===== config.mk =====
export PLATFORM = sky130hd
export DESIGN_NAME = store_narrow_unit
export DESIGN_NICKNAME = d
export VERILOG_FILES = /design/src/rtl/store_narrow_unit.sv
export SDC_FILE = /design/constraint.sdc
export NUM_CORES = 1
export LEC_CHECK = 0
export ABC_AREA = 1
export CELL_PAD_IN_SITES_DETAIL_PLACEMENT = 1
export CELL_PAD_IN_SITES_GLOBAL_PLACEMENT = 2
export CORE_ASPECT_RATIO = 0.9
export CORE_MARGIN = 4
export CORE_UTILIZATION = 22
export CTS_CLUSTER_DIAMETER = 150
export DETAILED_ROUTE_END_ITERATION = 12
export GPL_TIMING_DRIVEN = 0
export PLACE_DENSITY_LB_ADDON = 0.3
export SYNTH_ARGS = -nofsm -noshare
export SYNTH_HDL_FRONTEND = slang
export SYNTH_SLANG_ARGS = --single-unit

===== constraint.sdc =====
create_clock -name clk_i -period 2.92 [get_ports clk_i]
set_clock_uncertainty 0.1 [all_clocks]
set_input_delay 0.584 -clock clk_i [delete_from_list [all_inputs] [get_ports clk_i]]
set_output_delay 0.584 -clock clk_i [all_outputs]
set_load 0.01 [all_outputs]

===== src/rtl/store_narrow_unit.sv =====
// Store narrowing unit: places a byte/halfword/word on the right byte lanes of a
// 32-bit data-memory word, rejects misaligned stores and runs one handshaked write.
// Optional STORE_TIMEOUT_EN adds a bounded wait for MemAck and a Timeout flag.
module store_narrow_unit #(
    parameter int ADDR_W      = 32,
    parameter int TIMEOUT_CYC = 255
) (
    input  logic              clk_i,
    input  logic              reset_i,
    input  logic              start_i,
    input  logic [1:0]        store_size_i,
    input  logic [ADDR_W-1:0] addr_i,
    input  logic [31:0]       write_data_i,
    input  logic              mem_ack_i,
    output logic              busy_o,
    output logic              done_o,
    output logic              addr_err_o,
`ifdef STORE_TIMEOUT_EN
    output logic              timeout_o,
`endif
    output logic              mem_wr_o,
    output logic [ADDR_W-1:0] mem_addr_o,
    output logic [3:0]        mem_byte_en_o,
    output logic [31:0]       mem_data_o
);

    // The ack-wait counter is 8 bits wide, so the limit must fit in it.
    if (TIMEOUT_CYC < 1 || TIMEOUT_CYC > 255) begin : g_bad_timeout
        $error("store_narrow_unit: TIMEOUT_CYC must be in 1..255");
    end

    typedef enum logic [1:0] {
        ST_IDLE = 2'd0,
        ST_REQ  = 2'd1,
        ST_DONE = 2'd2,
        ST_ERR  = 2'd3
    } state_e;

    state_e            state_q;
    logic              busy_q;
    logic              done_q;
    logic              addr_err_q;
    logic              mem_wr_q;
    logic [ADDR_W-1:0] mem_addr_q;
    logic [3:0]        mem_byte_en_q;
    logic [31:0]       mem_data_q;

    logic              misaligned_d;
    logic [3:0]        byte_en_d;
    logic [31:0]       data_d;
    logic [ADDR_W-1:0] word_addr_d;

`ifdef STORE_TIMEOUT_EN
    localparam logic [7:0] TMO_LAST = 8'(TIMEOUT_CYC - 1);
    logic       timeout_q;
    logic [7:0] wait_cnt_q;
`endif

    // Lane placement and alignment are decoded straight from the request so the
    // narrowed word is what gets captured on the accepting edge.
    always_comb begin
        misaligned_d = 1'b0;
        byte_en_d    = 4'b0000;
        data_d       = 32'h0000_0000;
        word_addr_d  = {addr_i[ADDR_W-1:2], 2'b00};
        case (store_size_i)
            2'b00: begin
                byte_en_d = 4'b0001 << addr_i[1:0];
                data_d    = {4{write_data_i[7:0]}};
            end
            2'b01: begin
                misaligned_d = addr_i[0];
                byte_en_d    = addr_i[1] ? 4'b1100 : 4'b0011;
                data_d       = {2{write_data_i[15:0]}};
            end
            2'b10: begin
                misaligned_d = |addr_i[1:0];
                byte_en_d    = 4'b1111;
                data_d       = write_data_i;
            end
            default: begin
                misaligned_d = 1'b1;
            end
        endcase
    end

    always_ff @(posedge clk_i or posedge reset_i) begin
        if (reset_i) begin
            state_q       <= ST_IDLE;
            busy_q        <= 1'b0;
            done_q        <= 1'b0;
            addr_err_q    <= 1'b0;
            mem_wr_q      <= 1'b0;
            mem_addr_q    <= '0;
            mem_byte_en_q <= 4'b0000;
            mem_data_q    <= 32'h0000_0000;
`ifdef STORE_TIMEOUT_EN
            timeout_q     <= 1'b0;
            wait_cnt_q    <= 8'd0;
`endif
        end else begin
            done_q     <= 1'b0;
            addr_err_q <= 1'b0;
`ifdef STORE_TIMEOUT_EN
            timeout_q  <= 1'b0;
`endif
            case (state_q)
                ST_IDLE: begin
                    if (start_i) begin
                        busy_q     <= 1'b1;
                        mem_addr_q <= word_addr_d;
                        if (misaligned_d) begin
                            state_q       <= ST_ERR;
                            done_q        <= 1'b1;
                            addr_err_q    <= 1'b1;
                            mem_byte_en_q <= 4'b0000;
                            mem_data_q    <= 32'h0000_0000;
                        end else begin
                            state_q       <= ST_REQ;
                            mem_wr_q      <= 1'b1;
                            mem_byte_en_q <= byte_en_d;
                            mem_data_q    <= data_d;
`ifdef STORE_TIMEOUT_EN
                            wait_cnt_q    <= 8'd0;
`endif
                        end
                    end
                end
                ST_REQ: begin
                    // Ack takes priority over an expiring wait in the same cycle.
                    if (mem_ack_i) begin
                        state_q  <= ST_DONE;
                        mem_wr_q <= 1'b0;
                        done_q   <= 1'b1;
                    end
`ifdef STORE_TIMEOUT_EN
                    else if (wait_cnt_q == TMO_LAST) begin
                        state_q   <= ST_DONE;
                        mem_wr_q  <= 1'b0;
                        done_q    <= 1'b1;
                        timeout_q <= 1'b1;
                    end else begin
                        wait_cnt_q <= wait_cnt_q + 8'd1;
                    end
`endif
                end
                ST_DONE, ST_ERR: begin
                    state_q <= ST_IDLE;
                    busy_q  <= 1'b0;
                end
                default: begin
                    state_q <= ST_IDLE;
                    busy_q  <= 1'b0;
                end
            endcase
        end
    end

    assign busy_o        = busy_q;
    assign done_o        = done_q;
    assign addr_err_o    = addr_err_q;
    assign mem_wr_o      = mem_wr_q;
    assign mem_addr_o    = mem_addr_q;
    assign mem_byte_en_o = mem_byte_en_q;
    assign mem_data_o    = mem_data_q;
`ifdef STORE_TIMEOUT_EN
    assign timeout_o     = timeout_q;
`endif

endmodule

==> results of run 1 <==
critical path, delay by kind of cell:
family                 cells  cell delay (ns)
and+or+nand+nor            5             1.13
buffers and inverters      1             0.53
cell usage in the layout (no fill, tap or decap), drive strengths merged:
| master | n |
|---|---|
| clkdlybuf4s50 | 139 |
| inv | 9 |
| buf | 12 |
| dfrtp | 72 |
| clkbuf | 22 |
| nand2 | 262 |
| o21ai | 9 |
| nand3 | 21 |
| conb | 2 |
| nor2 | 7 |
layout make-up:
class / count / area [um2] / area share, %
Multi-Input combinational cell: 301 / 1190 / 23.5
Tap cell: 193 / 241 / 4.77
Timing Repair Buffer: 140 / 1420 / 28.0
Buffer: 18 / 105 / 2.08
Inverter: 9 / 36.3 / 0.717
Sequential cell: 72 / 1800 / 35.6
Clock buffer: 15 / 268 / 5.29
metal layers:
metal,up-vias,track usage [%],wire (um)
li1,1516,-,-
met1,1508,18.6,5040
met2,95,23.1,5170
met3,13,5.89,847
met4,0,4.24,144
met5,-,0,0
worst min-delay path by stage:
stage	end	slack [ns]
floorplan	busy_o$_DFFE_PP0P_	0.39
global placement	mem_addr_o[17]$_DFFE_PP0P_	0.36
detailed placement	mem_addr_o[14]$_DFFE_PP0P_	0.37
CTS	mem_addr_o[14]$_DFFE_PP0P_	0.38
global route	mem_byte_en_o[1]$_DFFE_PP0P_	0.39
finish	mem_addr_o[14]$_DFFE_PP0P_	0.38
sequential cells by signal, summed over array words and instances (netlist names):
name           cells
busy_o             1
mem_byte_en_o      4
mem_data_o        32
state_q            2
done_o             1
mem_wr_o           1
mem_addr_o        30
addr_err_o         1
kinds of logic after synthesis:
group | after synthesis | synth area share [%]
other cells | 1 | 0.120
buf+inv | 27 | 4.45
simple gates | 290 | 36.3
flops | 72 | 57.7
compound gates | 9 | 1.44
power breakdown:
part / internal [mW] / switching (mW)
clock: 0.619 / 0.408
combinational: 1.01 / 0.927
sequential: 1.42 / 0.233
total: 3.04 / 1.57
per-stage QoR:
stage / setup slack (ns) / setup TNS [ns] / hold slack (ns) / power [mW]
after floorplan: 0.411 / 0 / 0.394 / 2.43
after global placement: -1.07 / -76.36 / 0.362 / 3.60
after detailed placement: 0.483 / 0 / 0.365 / 3.65
after CTS: 0.833 / 0 / 0.380 / 4.71
after global routing: 0.701 / 0 / 0.393 / 4.95
final: 0.840 / 0 / 0.375 / 4.61
==> impl_metrics.json, run 1 <==
{
  "start_util_pct": 22.4,
  "endpoint": "mem_data_o[28]$_DFFE_PP0P_",
  "hold_class": "register to register",
  "outcome": "finished clean",
  "synth_top_cell_by_area": "dfrtp_1",
  "n_antenna_cell": 0,
  "clockBufferDepth": 2,
  "p_leak_nw": 2.51,
  "hpwl_mm": 8.46,
  "max_stage_delay_ns": 0.59,
  "crit_top_cell": "nand2_1",
  "peakVddDrop_mv": 0.282,
  "cts_tree": "yes",
  "drc": 0,
  "grt_pass1_wl_mm": 18.4,
  "r2r_start": "state_q[1]$_DFFE_PP0P_",
  "place_inst": 733,
  "synth_common_cells": "nand2_1, dfrtp_1, nand3_1",
  "slew_headroom_pct": 54.2,
  "drive_above_1_share_pct": 5.23,
  "first_global_vias": 3377,
  "cts_setup_buffers": 0,
  "slew_viol_final": 0,
  "yosysMostFrequentCell": "nand2_1",
  "synth_area_um2": 3120,
  "drv_cap": 0,
  "async_reset_ff_share_pct": 100,
  "core_area_um2": 14000,
  "cp_slowest_cell": "nor2_1",
  "synth_top_area_share_pct": 57.7,
  "synth_edf_count": 0,
  "fp.dieArea_um2": 16200,
  "end_kind": "register",
  "cp_data_arrival_time_ns": 2.25,
  "dpl_cell_area_um2": 4790,
  "finalNonFillerCells": 748,
  "nNetsFinal": 621,
  "dr.pass1.iters": 4,
  "grt_usage_pct": 14.6,
  "min_path_cells": 2,
  "cts.htree.levels": 3,
  "syn_inst": 399,
  "via_per_inst": 4.19,
  "path_max_fanout": 10,
  "vias": 3132,
  "hold_buffers": 0,
  "yosys_register_bits": 72,
  "antenna_found_initial": 0,
  "cp-start-kind": "input pin",
  "io-pin-count": 142,
  "grt_overflow_total": 0,
  "final_util_pct": 36.3,
  "synthTopCellsByArea": "dfrtp_1, nand2_1, nand3_1, o21ai_0, buf_6",
  "place.gp.congestion": 0.765,
  "cts_resized": 0,
  "grt_max_degree": 46,
  "clk_pin_slew_ns": 0.05,
  "num_rows": 41,
  "rrSetupSlack_ns": 1.45,
  "worstMarginPinSlew_ns": 0.684,
  "rsz0062_at_grt": "no",
  "die_h_um": 121,
  "cp_cell_sequence": "clkdlybuf4s50_1, nor2_1, nand2_1, nand3_1, nand2_1, nand2_1",
  "io_buffers": 139,
  "period_needed_ns": 2.08,
  "ys_warn_count": 0,
  "r2r_end": "mem_data_o[6]$_DFFE_PP0P_",
  "fin_area_um2": 5060,
  "critical_path_class": "input pin to register",
  "ys_types": 16,
  "drtAntennaViolNets": 0,
  "syn_area_per_cell_um2": 7.83,
  "required_ns": 3.09,
  "worstSkewPairLatency_ns": 0.33,
  "numCtsBuffers": 9,
  "cts_root_buffer": "clkbuf_16",
  "setup_viol": 0,
  "drt_iter0_markers": 131,
  "areaGrowthSynthToFinish_pct": 61.9,
  "startpoint": "store_size_i[0]",
  "hold_start": "mem_addr_o[14]$_DFFE_PP0P_",
  "period_share_pct": 71.2,
  "reg2reg_depth": 5,
  "wl_per_cell_um": 15.0,
  "die_w_um": 134,
  "n_fill_cell": 1704,
  "cts.sinks": 72,
  "power.density_nw_per_um2": 911,
  "routed_wirelength_mm": 11.2,
  "synth_top_flop_cell": "dfrtp_1",
  "yosysSeqAreaShare_pct": 57.7,
  "hold_viol_final": 0,
  "max_freq_mhz": 481
}
No activity file was read; power rests on OpenSTA's default activity.
==> inputs of run 2 (changes only) <==
CORE_UTILIZATION = 20   (was 22)
clock period = 1.8 ns   (was 2.92 ns; I/O delays follow)
==> impl_metrics.json, run 2 (same netlist as run 1, synthesis figures left out) <==
{
  "outcome": "finished clean",
  "hold_viol_final": 0,
  "io-pin-count": 142,
  "critical_path_class": "register to output pin",
  "cp_data_arrival_time_ns": 1.28,
  "power.density_nw_per_um2": 1510,
  "dp_slack_ns": -0.417,
  "final_util_pct": 33.4,
  "die_h_um": 127,
  "cp_slowest_cell": "clkdlybuf4s50_1",
  "grt_usage_pct": 13.4,
  "path_max_fanout": 2,
  "required_ns": 1.34,
  "drtAntennaViolNets": 0,
  "grt_overflow_total": 0,
  "wl_per_cell_um": 15.1,
  "cts.htree.levels": 3,
  "rsz0062_at_grt": "no",
  "p_leak_nw": 2.54,
  "worstSkewPairLatency_ns": 0.33,
  "holdWs_ns": 0.378,
  "r2r_end": "mem_addr_o[4]$_DFFE_PP0P_",
  "first_global_vias": 3343,
  "period_share_pct": 96.5,
  "clk_pin_slew_ns": 0.06,
  "core_area_um2": 15400,
  "drive_above_1_share_pct": 6.09,
  "cts_tree": "yes",
  "startpoint": "mem_data_o[8]$_DFFE_PP0P_",
  "setup_ws_ns": 0.0628,
  "routed_wirelength_mm": 11.5,
  "cp_cell_sequence": "clkdlybuf4s50_1",
  "clockBufferDepth": 2,
  "vias": 3054,
  "n_antenna_cell": 0,
  "fp.dieArea_um2": 17700,
  "cp-start-kind": "register",
  "cts_root_buffer": "clkbuf_16",
  "dr.pass1.iters": 4,
  "slew_viol_final": 0,
  "antenna_found_initial": 0,
  "num_rows": 43,
  "max_stage_delay_ns": 0.56,
  "crit_family": "buffers and inverters",
  "rrSetupSlack_ns": 0.32,
  "areaGrowthSynthToFinish_pct": 64.4,
  "via_per_inst": 4.02,
  "io_buffers": 139,
  "grt_max_degree": 38,
  "largest_register_ffs": 32,
  "drc": 0,
  "endpoint": "mem_data_o[8]",
  "die_w_um": 140,
  "cts.sinks": 72,
  "worstMarginPinSlew_ns": 0.794,
  "slew_headroom_pct": 47.0,
  "reg2reg_depth": 6,
  "numCtsBuffers": 9,
  "drv_cap": 0,
  "end_kind": "output pin",
  "peakVddDrop_mv": 0.443,
  "period_needed_ns": 1.74,
  "cp.depth": 1,
  "layout_commonest_cell": "nand2_1",
  "place.gp.congestion": 0.746,
  "hpwl_mm": 8.80,
  "grt_pass1_wl_mm": 18.6,
  "drt_iter0_markers": 109,
  "nNetsFinal": 623,
  "r2r_start": "state_q[0]$_DFFE_PP0P_",
  "setup_viol": 0,
  "max_freq_mhz": 576,
  "layout_common_cells": "nand2_1, clkdlybuf4s50_1, dfrtp_1",
  "start_util_pct": 20.3,
  "hold_class": "register to register",
  "critPathBufInv": 1,
  "hold_buffers": 0
}
-- run 2: cell type report --
| class | count | area (um2) |
|---|---|---|
| clock buffers | 13 | 250 |
| well taps | 202 | 253 |
| inverters | 9 | 37.5 |
| flip-flops and latches | 72 | 1800 |
| repair buffers | 142 | 1430 |
| multi-input cells | 301 | 1190 |
| fillers | 1824 | 10300 |
| clock inverters | 3 | 65.1 |
| plain buffers | 18 | 105 |
-- run 2: how the worst min path moves through the flow --
stage | start | end | slack (ns) | cells past startpoint
2_1_floorplan | mem_ack_i | state_q[0]$_DFFE_PP0P_ | 0.37 | 1
3_3_place_gp | mem_addr_o[8]$_DFFE_PP0P_ | mem_addr_o[8]$_DFFE_PP0P_ | 0.36 | 2
3_5_place_dp | mem_addr_o[19]$_DFFE_PP0P_ | mem_addr_o[19]$_DFFE_PP0P_ | 0.36 | 2
4_1_cts | mem_addr_o[19]$_DFFE_PP0P_ | mem_addr_o[19]$_DFFE_PP0P_ | 0.38 | 2
5_1_grt | mem_addr_o[21]$_DFFE_PP0P_ | mem_addr_o[21]$_DFFE_PP0P_ | 0.41 | 2
6_report | mem_addr_o[19]$_DFFE_PP0P_ | mem_addr_o[19]$_DFFE_PP0P_ | 0.38 | 2
-- run 2: repair_timing --
action                                  in CTS  in global routing
pin swaps                                    0                  1
endpoints found under the setup margin       2                  9
setup buffers                                0                  2
gates resized for setup                      1                  2
-- run 2: layer usage --
layer	vias to the layer above	wire (um)	GRT usage, %
li1	1516	-	-
met1	1443	5130	17.1
met2	81	5520	21.9
met3	14	607	3.88
met4	0	212	4.62
met5	-	0	0
-- run 2: stage by stage --
| stage | cell area [um2] | power, mW | std cells | TNS, ns |
|---|---|---|---|---|
| 2_1_floorplan | 3130 | 3.94 | 400 | 0 |
| 3_3_place_gp | 4780 | 5.84 | 741 | -40.02 |
| 3_5_place_dp | 4800 | 5.92 | 742 | -10.30 |
| 4_1_cts | 5110 | 7.92 | 758 | 0 |
| 5_1_grt | 5140 | 8.33 | 760 | 0 |
| 6_report | 5140 | 7.73 | 760 | 0 |
-- run 2: report_power, final --
part / switching (mW) / internal (mW) / leakage, nW / total, mW
sequential: 0.391 / 2.30 / 0.928 / 2.69
clock: 0.664 / 1.25 / 0.154 / 1.92
combinational: 1.49 / 1.64 / 1.46 / 3.12
==> inputs of run 3 (changes only) <==
ABC_CLOCK_PERIOD_IN_PS = 1800   (was default)
CORE_UTILIZATION = 30   (was 20)
CTS_CLUSTER_DIAMETER = 100   (was 150)
DONT_BUFFER_PORTS = 1   (was default)
==> impl_metrics.json, run 3 (same netlist as run 1, synthesis figures left out) <==
{
  "n_antenna_cell": 0,
  "place.gp.congestion": 0.772,
  "slew_viol_final": 0,
  "cts_resized": 0,
  "via_per_inst": 4.73,
  "grt_pass1_wl_mm": 15.3,
  "layout_commonest_cell": "nand2_1",
  "n_fill_cell": 1228,
  "critPathBufInv": 1,
  "use_met3_pct": 5.85,
  "antenna_found_initial": 0,
  "fp.dieArea_um2": 12100,
  "period_needed_ns": 1.45,
  "clk_pin_slew_ns": 0.06,
  "cts_tree": "yes",
  "io_buffers": 0,
  "num_rows": 35,
  "cp_cell_sequence": "nor2_1, nand2_2, nor2_4, buf_6, nand2_1, nand2_1",
  "nNetsFinal": 483,
  "cts_root_buffer": "clkbuf_16",
  "ff_latch_area_um2": 1800,
  "cts.sinks": 72,
  "grt_use_met2_pct": 25.7,
  "worstSkewPairLatency_ns": 0.32,
  "outcome": "finished clean",
  "grt_max_degree": 40,
  "drive_above_1_share_pct": 7.66,
  "wl_per_cell_um": 17.3,
  "grt_usage_pct": 16.4,
  "vias": 2588,
  "cp_slowest_cell": "dfrtp_1",
  "drt_iter0_markers": 107,
  "rsz0062_at_grt": "no",
  "largest_register_ffs": 32,
  "crit_top_cell": "nand2_1",
  "clockBufferDepth": 2,
  "numCtsBuffers": 9,
  "path_max_fanout": 10,
  "max_stage_delay_ns": 0.37,
  "cp_data_arrival_time_ns": 1.61,
  "grt_overflow_total": 0,
  "drtAntennaViolNets": 0,
  "grt-busiest-layer": "met2",
  "start_util_pct": 30.6,
  "die_h_um": 105,
  "required_ns": 1.96,
  "worstMarginPinSlew_ns": 0.765,
  "period_share_pct": 80.5,
  "fin_area_um2": 3620,
  "routed_wirelength_mm": 9.47,
  "power.density_nw_per_um2": 1700,
  "p_leak_nw": 2.00,
  "io-pin-count": 142,
  "areaGrowthSynthToFinish_pct": 16.0,
  "drv_cap": 0,
  "drc": 0,
  "peakVddDrop_mv": 0.791,
  "dr.pass1.iters": 4,
  "slew_headroom_pct": 48.9,
  "max_freq_mhz": 690,
  "hold_viol_final": 0,
  "first_global_vias": 2789,
  "hpwl_mm": 7.16,
  "setup_viol": 0,
  "core_area_um2": 10200,
  "tns_ns": 0,
  "crit_family": "simple AND/OR/NAND/NOR gates",
  "end_kind": "register",
  "layout_common_cells": "nand2_1, dfrtp_1, nand3_1",
  "critical_path_class": "register to register",
  "dpl_cell_area_um2": 3310,
  "grt_use_met1_pct": 20.9,
  "multi_input_area_um2": 1190,
  "hold_class": "input pin to register",
  "cts.htree.levels": 3,
  "cp-start-kind": "register",
  "die_w_um": 116
}
==> run 3: what timing repair did <==
action | in CTS | in global routing
setup buffers | 0 | 0
endpoints found under the hold margin | 33 | 0
hold buffers | 1 | 0
==> run 3: layout make-up <==
type	count	area share [%]
Multi-Input combinational cell	301	32.8
Inverter	9	1.04
Tap cell	129	4.45
Timing Repair Buffer	2	0.829
Sequential cell	72	49.7
Clock inverter	3	1.10
Clock buffer	13	7.18
Buffer	18	2.90
==> run 3: report_power, final <==
group	total, mW	switching (mW)	internal [mW]
Sequential	3.13	0.827	2.30
Clock	1.81	0.660	1.15
Combinational	1.23	0.802	0.423
==> run 3: worst paths after layout <==
kind	start	end	slack, ns	cells after the start
worst max register to register	state_q[0]$_DFFE_PP0P_	mem_data_o[13]$_DFFE_PP0P_	0.35	6
worst min-delay path	write_data_i[4]	mem_data_o[4]$_DFFE_PP0P_	0.04	2
max in group asynchronous	reset_i	mem_data_o[10]$_DFFE_PP0P_	0.41	3
min in group asynchronous	reset_i	mem_addr_o[14]$_DFFE_PP0P_	0.54	2
worst min register to register	state_q[1]$_DFFE_PP0P_	busy_o$_DFFE_PP0P_	0.43	3
worst max-delay path	state_q[0]$_DFFE_PP0P_	mem_data_o[13]$_DFFE_PP0P_	0.35	6
==> run 3: worst register-to-register path: cells and delay by family (launching register included) <==
family / cells / cell delay, ns
DFF: 1 / 0.37
and+or+nand+nor: 5 / 0.73
buffers and inverters: 1 / 0.20
==> run 3: layer usage <==
layer | part of all wire (%) | vias up
met5 | 0 | -
li1 | - | 1239
met3 | 7.4 | 17
met1 | 43 | 1250
met4 | 2.2 | 0
met2 | 48 | 82
==> run 3: per-stage QoR <==
stage / hold slack, ns / setup slack [ns] / power, mW / cells / util [%]
final: 0.0409 / 0.350 / 6.16 / 547 / 35.5
after detailed placement: 0.304 / 0.244 / 4.44 / 530 / 32.5
after CTS: 0.0272 / 0.312 / 6.30 / 547 / 35.5
after global placement: 0.372 / 0.0775 / 4.37 / 529 / 32.3
after global routing: 0.0321 / 0.205 / 6.63 / 547 / 35.5
after floorplan: 0.368 / 0.542 / 3.94 / 400 / -
